## src/rtl/dmem_readback_if.sv

```systemverilog
// Word stream carried out of the data-memory readback block.
// Each beat has the data word, its memory address and an end-of-window marker.
interface dmem_readback_if #(
    parameter int ADDR_W = 10,
    parameter int DATA_W = 32
);
    logic              valid;
    logic              ready;
    logic [DATA_W-1:0] data;
    logic [ADDR_W-1:0] addr;
    logic              last;

    modport master (output valid, output data, output addr, output last, input ready);
    modport slave  (input valid, input data, input addr, input last, output ready);
endinterface

```

## src/rtl/dmem_readback.sv

```systemverilog
// Walks a window of data memory through its synchronous read port and streams the words out.
//
//   state    | meaning
//   ---------+-----------------------------------------------------------
//   S_IDLE   | waiting for start_i; base/length captured on start
//   S_RUN    | issuing reads, buffering returns in a 2-entry FIFO, draining
//   S_FINISH | one-cycle done pulse, then back to S_IDLE
module dmem_readback #(
    parameter int ADDR_W = 10,
    parameter int DATA_W = 32
) (
    input  logic              clk,
    input  logic              rst,
    input  logic              start_i,
    input  logic [ADDR_W-1:0] base_addr_i,
    input  logic [ADDR_W:0]   length_i,
    output logic              busy_o,
    output logic              done_o,
    output logic              mem_rd_en_o,
    output logic [ADDR_W-1:0] mem_addr_o,
    input  logic [DATA_W-1:0] mem_rdata_i,
    dmem_readback_if.master   out_if
);

    typedef enum logic [1:0] {S_IDLE, S_RUN, S_FINISH} state_t;

    localparam logic [ADDR_W:0] CNT_ONE = {{ADDR_W{1'b0}}, 1'b1};

    state_t            state_q, state_d;
    logic [ADDR_W-1:0] rd_ptr_q, rd_ptr_d;
    logic [ADDR_W:0]   rd_left_q, rd_left_d;
    logic [ADDR_W:0]   out_left_q, out_left_d;
    logic              inflight_q, inflight_d;
    logic [ADDR_W-1:0] inflight_addr_q, inflight_addr_d;
    logic [DATA_W-1:0] fifo_data_q [2];
    logic [DATA_W-1:0] fifo_data_d [2];
    logic [ADDR_W-1:0] fifo_addr_q [2];
    logic [ADDR_W-1:0] fifo_addr_d [2];
    logic              wr_idx_q, wr_idx_d;
    logic              rd_idx_q, rd_idx_d;
    logic [1:0]        count_q, count_d;

    logic              fifo_valid;
    logic              pop;
    logic              rd_en;
    logic [2:0]        slots_used;

    assign fifo_valid = (count_q != 2'd0);
    assign pop        = fifo_valid && out_if.ready;

    // A slot freed by this cycle's pop can be reused by this cycle's read,
    // which is what keeps the stream at one word per cycle.
    assign slots_used = {1'b0, count_q} + {2'b00, inflight_q} - {2'b00, pop};
    assign rd_en      = (state_q == S_RUN) && (rd_left_q != '0) && (slots_used < 3'd2);

    always_comb begin
        state_d         = state_q;
        rd_ptr_d        = rd_ptr_q;
        rd_left_d       = rd_left_q;
        out_left_d      = out_left_q;
        inflight_d      = 1'b0;
        inflight_addr_d = inflight_addr_q;
        fifo_data_d     = fifo_data_q;
        fifo_addr_d     = fifo_addr_q;
        wr_idx_d        = wr_idx_q;
        rd_idx_d        = rd_idx_q;
        count_d         = count_q + {1'b0, inflight_q} - {1'b0, pop};

        case (state_q)
            S_IDLE: begin
                if (start_i) begin
                    rd_ptr_d   = base_addr_i;
                    rd_left_d  = length_i;
                    out_left_d = length_i;
                    state_d    = (length_i == '0) ? S_FINISH : S_RUN;
                end
            end
            S_RUN: begin
                if (rd_en) begin
                    rd_ptr_d        = rd_ptr_q + 1'b1;
                    rd_left_d       = rd_left_q - CNT_ONE;
                    inflight_d      = 1'b1;
                    inflight_addr_d = rd_ptr_q;
                end
                if (pop) begin
                    out_left_d = out_left_q - CNT_ONE;
                    if (out_left_q == CNT_ONE) begin
                        state_d = S_FINISH;
                    end
                end
            end
            S_FINISH: state_d = S_IDLE;
            default:  state_d = S_IDLE;
        endcase

        // Read data is only valid the cycle after the strobe, so capture it then.
        if (inflight_q) begin
            fifo_data_d[wr_idx_q] = mem_rdata_i;
            fifo_addr_d[wr_idx_q] = inflight_addr_q;
            wr_idx_d              = ~wr_idx_q;
        end
        if (pop) begin
            rd_idx_d = ~rd_idx_q;
        end
    end

    always_ff @(posedge clk or posedge rst) begin
        if (rst) begin
            state_q         <= S_IDLE;
            rd_ptr_q        <= '0;
            rd_left_q       <= '0;
            out_left_q      <= '0;
            inflight_q      <= 1'b0;
            inflight_addr_q <= '0;
            fifo_data_q[0]  <= '0;
            fifo_data_q[1]  <= '0;
            fifo_addr_q[0]  <= '0;
            fifo_addr_q[1]  <= '0;
            wr_idx_q        <= 1'b0;
            rd_idx_q        <= 1'b0;
            count_q         <= 2'd0;
        end else begin
            state_q         <= state_d;
            rd_ptr_q        <= rd_ptr_d;
            rd_left_q       <= rd_left_d;
            out_left_q      <= out_left_d;
            inflight_q      <= inflight_d;
            inflight_addr_q <= inflight_addr_d;
            fifo_data_q     <= fifo_data_d;
            fifo_addr_q     <= fifo_addr_d;
            wr_idx_q        <= wr_idx_d;
            rd_idx_q        <= rd_idx_d;
            count_q         <= count_d;
        end
    end

    assign busy_o       = (state_q != S_IDLE);
    assign done_o       = (state_q == S_FINISH);
    assign mem_rd_en_o  = rd_en;
    assign mem_addr_o   = rd_en ? rd_ptr_q : '0;

    assign out_if.valid = fifo_valid;
    assign out_if.data  = fifo_data_q[rd_idx_q];
    assign out_if.addr  = fifo_addr_q[rd_idx_q];
    assign out_if.last  = fifo_valid && (out_left_q == CNT_ONE);

endmodule

```

## src/flat_wrapper.sv

```systemverilog
// flat-port wrapper written by rule: the top's interface ports become plain ports
module dmem_readback_flat 
#(
    parameter int ADDR_W = 10,
    parameter int DATA_W = 32
)
  (clk, rst, start_i, base_addr_i, length_i, busy_o, done_o, mem_rd_en_o, mem_addr_o, mem_rdata_i, out_if_valid, out_if_data, out_if_addr, out_if_last, out_if_ready);
  dmem_readback_if #(.ADDR_W(ADDR_W), .DATA_W(DATA_W)) out_if_i ();
  input  logic clk;
  input  logic rst;
  input  logic start_i;
  input  logic [ADDR_W-1:0] base_addr_i;
  input  logic [ADDR_W:0] length_i;
  output logic busy_o;
  output logic done_o;
  output logic mem_rd_en_o;
  output logic [ADDR_W-1:0] mem_addr_o;
  input  logic [DATA_W-1:0] mem_rdata_i;
  output wire logic [$bits(out_if_i.valid)-1:0] out_if_valid;
  output wire logic [$bits(out_if_i.data)-1:0] out_if_data;
  output wire logic [$bits(out_if_i.addr)-1:0] out_if_addr;
  output wire logic [$bits(out_if_i.last)-1:0] out_if_last;
  input wire logic [$bits(out_if_i.ready)-1:0] out_if_ready;
  assign out_if_valid = out_if_i.valid;
  assign out_if_data = out_if_i.data;
  assign out_if_addr = out_if_i.addr;
  assign out_if_last = out_if_i.last;
  assign out_if_i.ready = out_if_ready;
  dmem_readback #(.ADDR_W(ADDR_W), .DATA_W(DATA_W)) u_core (.clk(clk), .rst(rst), .start_i(start_i), .base_addr_i(base_addr_i), .length_i(length_i), .busy_o(busy_o), .done_o(done_o), .mem_rd_en_o(mem_rd_en_o), .mem_addr_o(mem_addr_o), .mem_rdata_i(mem_rdata_i), .out_if(out_if_i));
endmodule
```

## config.mk

```make
export PLATFORM = sky130hd
export DESIGN_NAME = dmem_readback_flat
export DESIGN_NICKNAME = d
export VERILOG_FILES = /design/src/rtl/dmem_readback_if.sv /design/src/rtl/dmem_readback.sv /design/src/flat_wrapper.sv
export SDC_FILE = /design/constraint.sdc
export NUM_CORES = 1
export LEC_CHECK = 0
export CAP_MARGIN = 20
export CORE_ASPECT_RATIO = 1.2
export CORE_UTILIZATION = 44
export CTS_CLUSTER_DIAMETER = 100
export DETAILED_ROUTE_END_ITERATION = 7
export GPL_ROUTABILITY_DRIVEN = 1
export PLACE_DENSITY_LB_ADDON = 0.05
export SYNTH_ARGS = -nofsm -noshare
export SYNTH_HDL_FRONTEND = slang
export SYNTH_SLANG_ARGS = --single-unit
```

## constraint.sdc

```tcl
create_clock -name clk -period 5.1 [get_ports clk]
set_clock_uncertainty 0.1 [all_clocks]
set_input_delay 1.275 -clock clk [delete_from_list [all_inputs] [get_ports clk]]
set_output_delay 1.275 -clock clk [all_outputs]
set_load 0.01 [all_outputs]
```

==> out/qor.txt <==
run status: completed
Setup Crit Path Kind: primary input to output port
power density over the cells: 792.9 nW/um^2
overall fraction of global-route tracks in use: 0.2122
Post-CTS Hold Buffers: 0
fraction of the yosys area taken by sequential cells: 0.5123
Die H: 135.1 um
initial cell density of the core: 0.4507
area of the mapped netlist: 6496 um^2
number of remaining DRC errors: 0
commonest non-fill, non-tap cell in the layout: dfrtp_1
Max VDD drop: 0.3725 mV
most used cells in the layout excluding fill and tap cells: dfrtp_1 (132), mux2_2 (127), clkdlybuf4s50_1 (102)
Floorplan Core Area: 14,410 um^2
largest fanout of any net on the critical path: 6
number of port buffers: 113
cell taking the most area after synthesis: dfrtp_1
DP Wirelength: 10,350 um
type of element capturing the critical path: output port
DRC violation total after the first TritonRoute iteration: 221
total count of max-transition violations in the final report: 0
clock edge transition at the registers on the reported setup and hold paths: 0.05 ns
Cells after Synth: 538
via count of the first global-routing pass: 4,905
Post-Route Utilization: 0.5883
share of synthesized registers carrying an async set or reset: 1.000
post-synthesis average cell area: 12.07 um^2
count of yosys warnings during synthesis: 0
number of iterations in the first detailed-routing pass: 5
worst-case clock buffer depth: 2
total length of routed wires: 15,370 um
nets: 716
CTS Root Cell: clkbuf_16
share of layout cells above drive strength 1: 0.3188
last weighted congestion value of the routability-driven placer: 0.8173
number of failing setup endpoints in the final timing report: 0
Post-Layout Inst Area: 8479 um^2
wire length per cell after detailed routing: 18.30 um
Worst Path Arrival: 3.57 ns
gr ovfl total: 0
clock tree from TritonCTS: done
post-synth net total: 601
relative slew slack: 0.3001
total clock buffers created by CTS: 17
count of flip-flops with a built-in enable after synthesis: 0
count of boundary I/O pins: 114
leakage power: 3.536 nW
peak clock frequency supported by timing: 0.2024 GHz
antenna violations before repair: 0
total via count after detailed routing: 4,750
primary flip-flop cell chosen by synthesis mapping: dfrtp_1
setup repair after global routing missed its margin: true
DRT antenna net count: 0
FF+latch count, synth: 133
horizontal die dimension: 112.9 um
ratio of final minimum period to clock period: 0.9688
antenna fix cells: 0
post-synth cell types: 54
pin count of the biggest net entering global routing: 70
cell types with the largest area share after synthesis: dfrtp_1 (51%), mux2_2 (22%), mux2_4 (2.1%), a21oi_1 (2.0%), o21ai_0 (1.8%)
CTS H-Tree Depth: 4
class of the most critical hold timing path: register to register
Slew @ Worst Pin: 1.050 ns
total die area: 15,260 um^2
MaxCap Viol Count: 0
first-pass GRT wire length: 24,870 um
clock latency at the later pin of the worst-skew pair: 0.42 ns
Worst Setup Start Kind: primary input
placed inst area: 7883 um^2
Layout area overhead: 30.53%
Tmin final: 4.941 ns
number of placement rows: 48
number of vias per cell: 5.655
Worst EP required: 3.72 ns
Yosys top cell area share: 0.5123
Final Hold Fails: 0
number of sinks driven by the clock tree: 133
==> final cells by class <==
cell class	instances	area, um^2
repair buffers	132	1251
well taps	175	219.0
clock inverters	7	120.1
clock buffers	24	491.7
flip-flops and latches	133	3329
inverters	10	40.04
multi-input cells	359	3028
fillers	1258	5934
==> path summary, 6_finish.rpt <==
check,to,from,slack [ns],depth (start not counted)
setup reg to reg,u_core.rd_left_q[1]$_DFFE_PP0P_,u_core.count_q[1]$_DFF_PP0_,1.87,11
setup / recovery,mem_addr_o[9],out_if_ready,0.16,12
min in group asynchronous,u_core.fifo_data_q[23]$_DFFE_PP0P_,rst,1.27,2
hold reg to reg,u_core.fifo_data_q[18]$_DFFE_PP0P_,u_core.fifo_data_q[18]$_DFFE_PP0P_,0.40,1
max in group asynchronous,u_core.fifo_addr_q[12]$_DFFE_PP0P_,rst,2.75,3
hold / removal,u_core.fifo_data_q[18]$_DFFE_PP0P_,u_core.fifo_data_q[18]$_DFFE_PP0P_,0.40,1
==> synthesized netlist by cell type, drive strengths merged (2+ instances only) <==
cell type,count
nand2b,3
o21ai,30
o211ai,4
nor4,10
a21o,2
and4,3
a211oi,4
inv,10
buf,10
nand4,8
a32oi,2
clkbuf,26
nand2,13
a21oi,26
a41o,2
or4,2
nor2b,6
o31a,3
nor3b,2
mux2i,2
a22oi,3
mux2,137
o22ai,4
o31ai,6
and2,10
a31oi,10
xnor2,2
or3,7
o2bb2a,2
or2,4
nor3,7
o2bb2ai,2
nor2,20
nand3,5
a2bb2oi,2
nor4b,2
dfrtp,133
ha,5
==> stage by stage <==
| step | hold slack, ns | instances | TNS (ns) | setup WS [ns] | power (mW) |
|---|---|---|---|---|---|
| 6_report | 0.3986 | 840 | 0 | 0.1590 | 6.724 |
| 5_1_grt | 0.4043 | 840 | 0 | 0.01115 | 7.169 |
| 4_1_cts | 0.4027 | 838 | 0 | 0.03413 | 6.727 |
| 3_5_place_dp | 0.3871 | 807 | -2.298 | -0.2280 | 5.496 |
| 3_3_place_gp | 0.3812 | 806 | -2.184 | -0.2028 | 5.388 |
| 2_1_floorplan | 0.3633 | 538 | 0 | 0.1706 | 4.136 |
==> cell families (layout without fill, tap and decap cells) <==
| family | Yosys count | after routing | synth area share |
|---|---|---|---|
| AO/OA/AOI/OAI | 106 | 106 | 0.1023 |
| XOR/XNOR | 3 | 3 | 0.004045 |
| adder cells (fa/ha/maj) | 6 | 6 | 0.01271 |
| buffers and inverters | 46 | 173 | 0.02831 |
| flip-flops | 133 | 133 | 0.5123 |
| multiplexers | 139 | 139 | 0.2458 |
| AND/OR/NAND/NOR | 105 | 105 | 0.09457 |
==> routing by layer <==
layer | part of all wire | GRT usage | wire length, um | vias up
met1 | 0.43 | 0.2570 | 6623 | 2381
met4 | 0.019 | 0.09064 | 296 | 0
met5 | 0 | 0 | 0 | -
met3 | 0.045 | 0.04354 | 686 | 20
met2 | 0.51 | 0.3676 | 7763 | 128
li1 | - | - | - | 2221
==> what timing repair did <==
action                     in CTS  in global routing
gates cloned                    0                  1
setup endpoints to repair      11                 11
gates resized for setup        12                 27
pin swaps                       0                  2
setup buffers                   0                  1
==> power breakdown <==
| group | total [mW] | switching [mW] | internal (mW) |
|---|---|---|---|
| Sequential | 2.07 | 0.467 | 1.60 |
| Combinational | 3.40 | 1.52 | 1.88 |
| Clock | 1.25 | 0.435 | 0.819 |
| Total | 6.72 | 2.42 | 4.30 |
==> state kept, by name, indices dropped and copies added, names as in the netlist <==
signal                  count
u_core.count_q              2
u_core.fifo_addr_q         20
u_core.fifo_data_q         64
u_core.inflight_addr_q     10
u_core.inflight_q           1
u_core.out_left_q          11
u_core.rd_idx_q             1
u_core.rd_left_q           11
u_core.rd_ptr_q            10
u_core.state_q              2
u_core.wr_idx_q             1
==> critical path, cell delays in order <==
cell and delay, ns:
clkdlybuf4s50_1 0.48, nand2_1 0.06, buf_4 0.14, nand2_1 0.06, nand2_1 0.05, ha_1 0.19, fa_2 0.38, xnor2_2 0.17
nor4_4 0.29, buf_4 0.21, and2_1 0.14, clkbuf_2 0.13
Power figures use the tool's default switching activity.
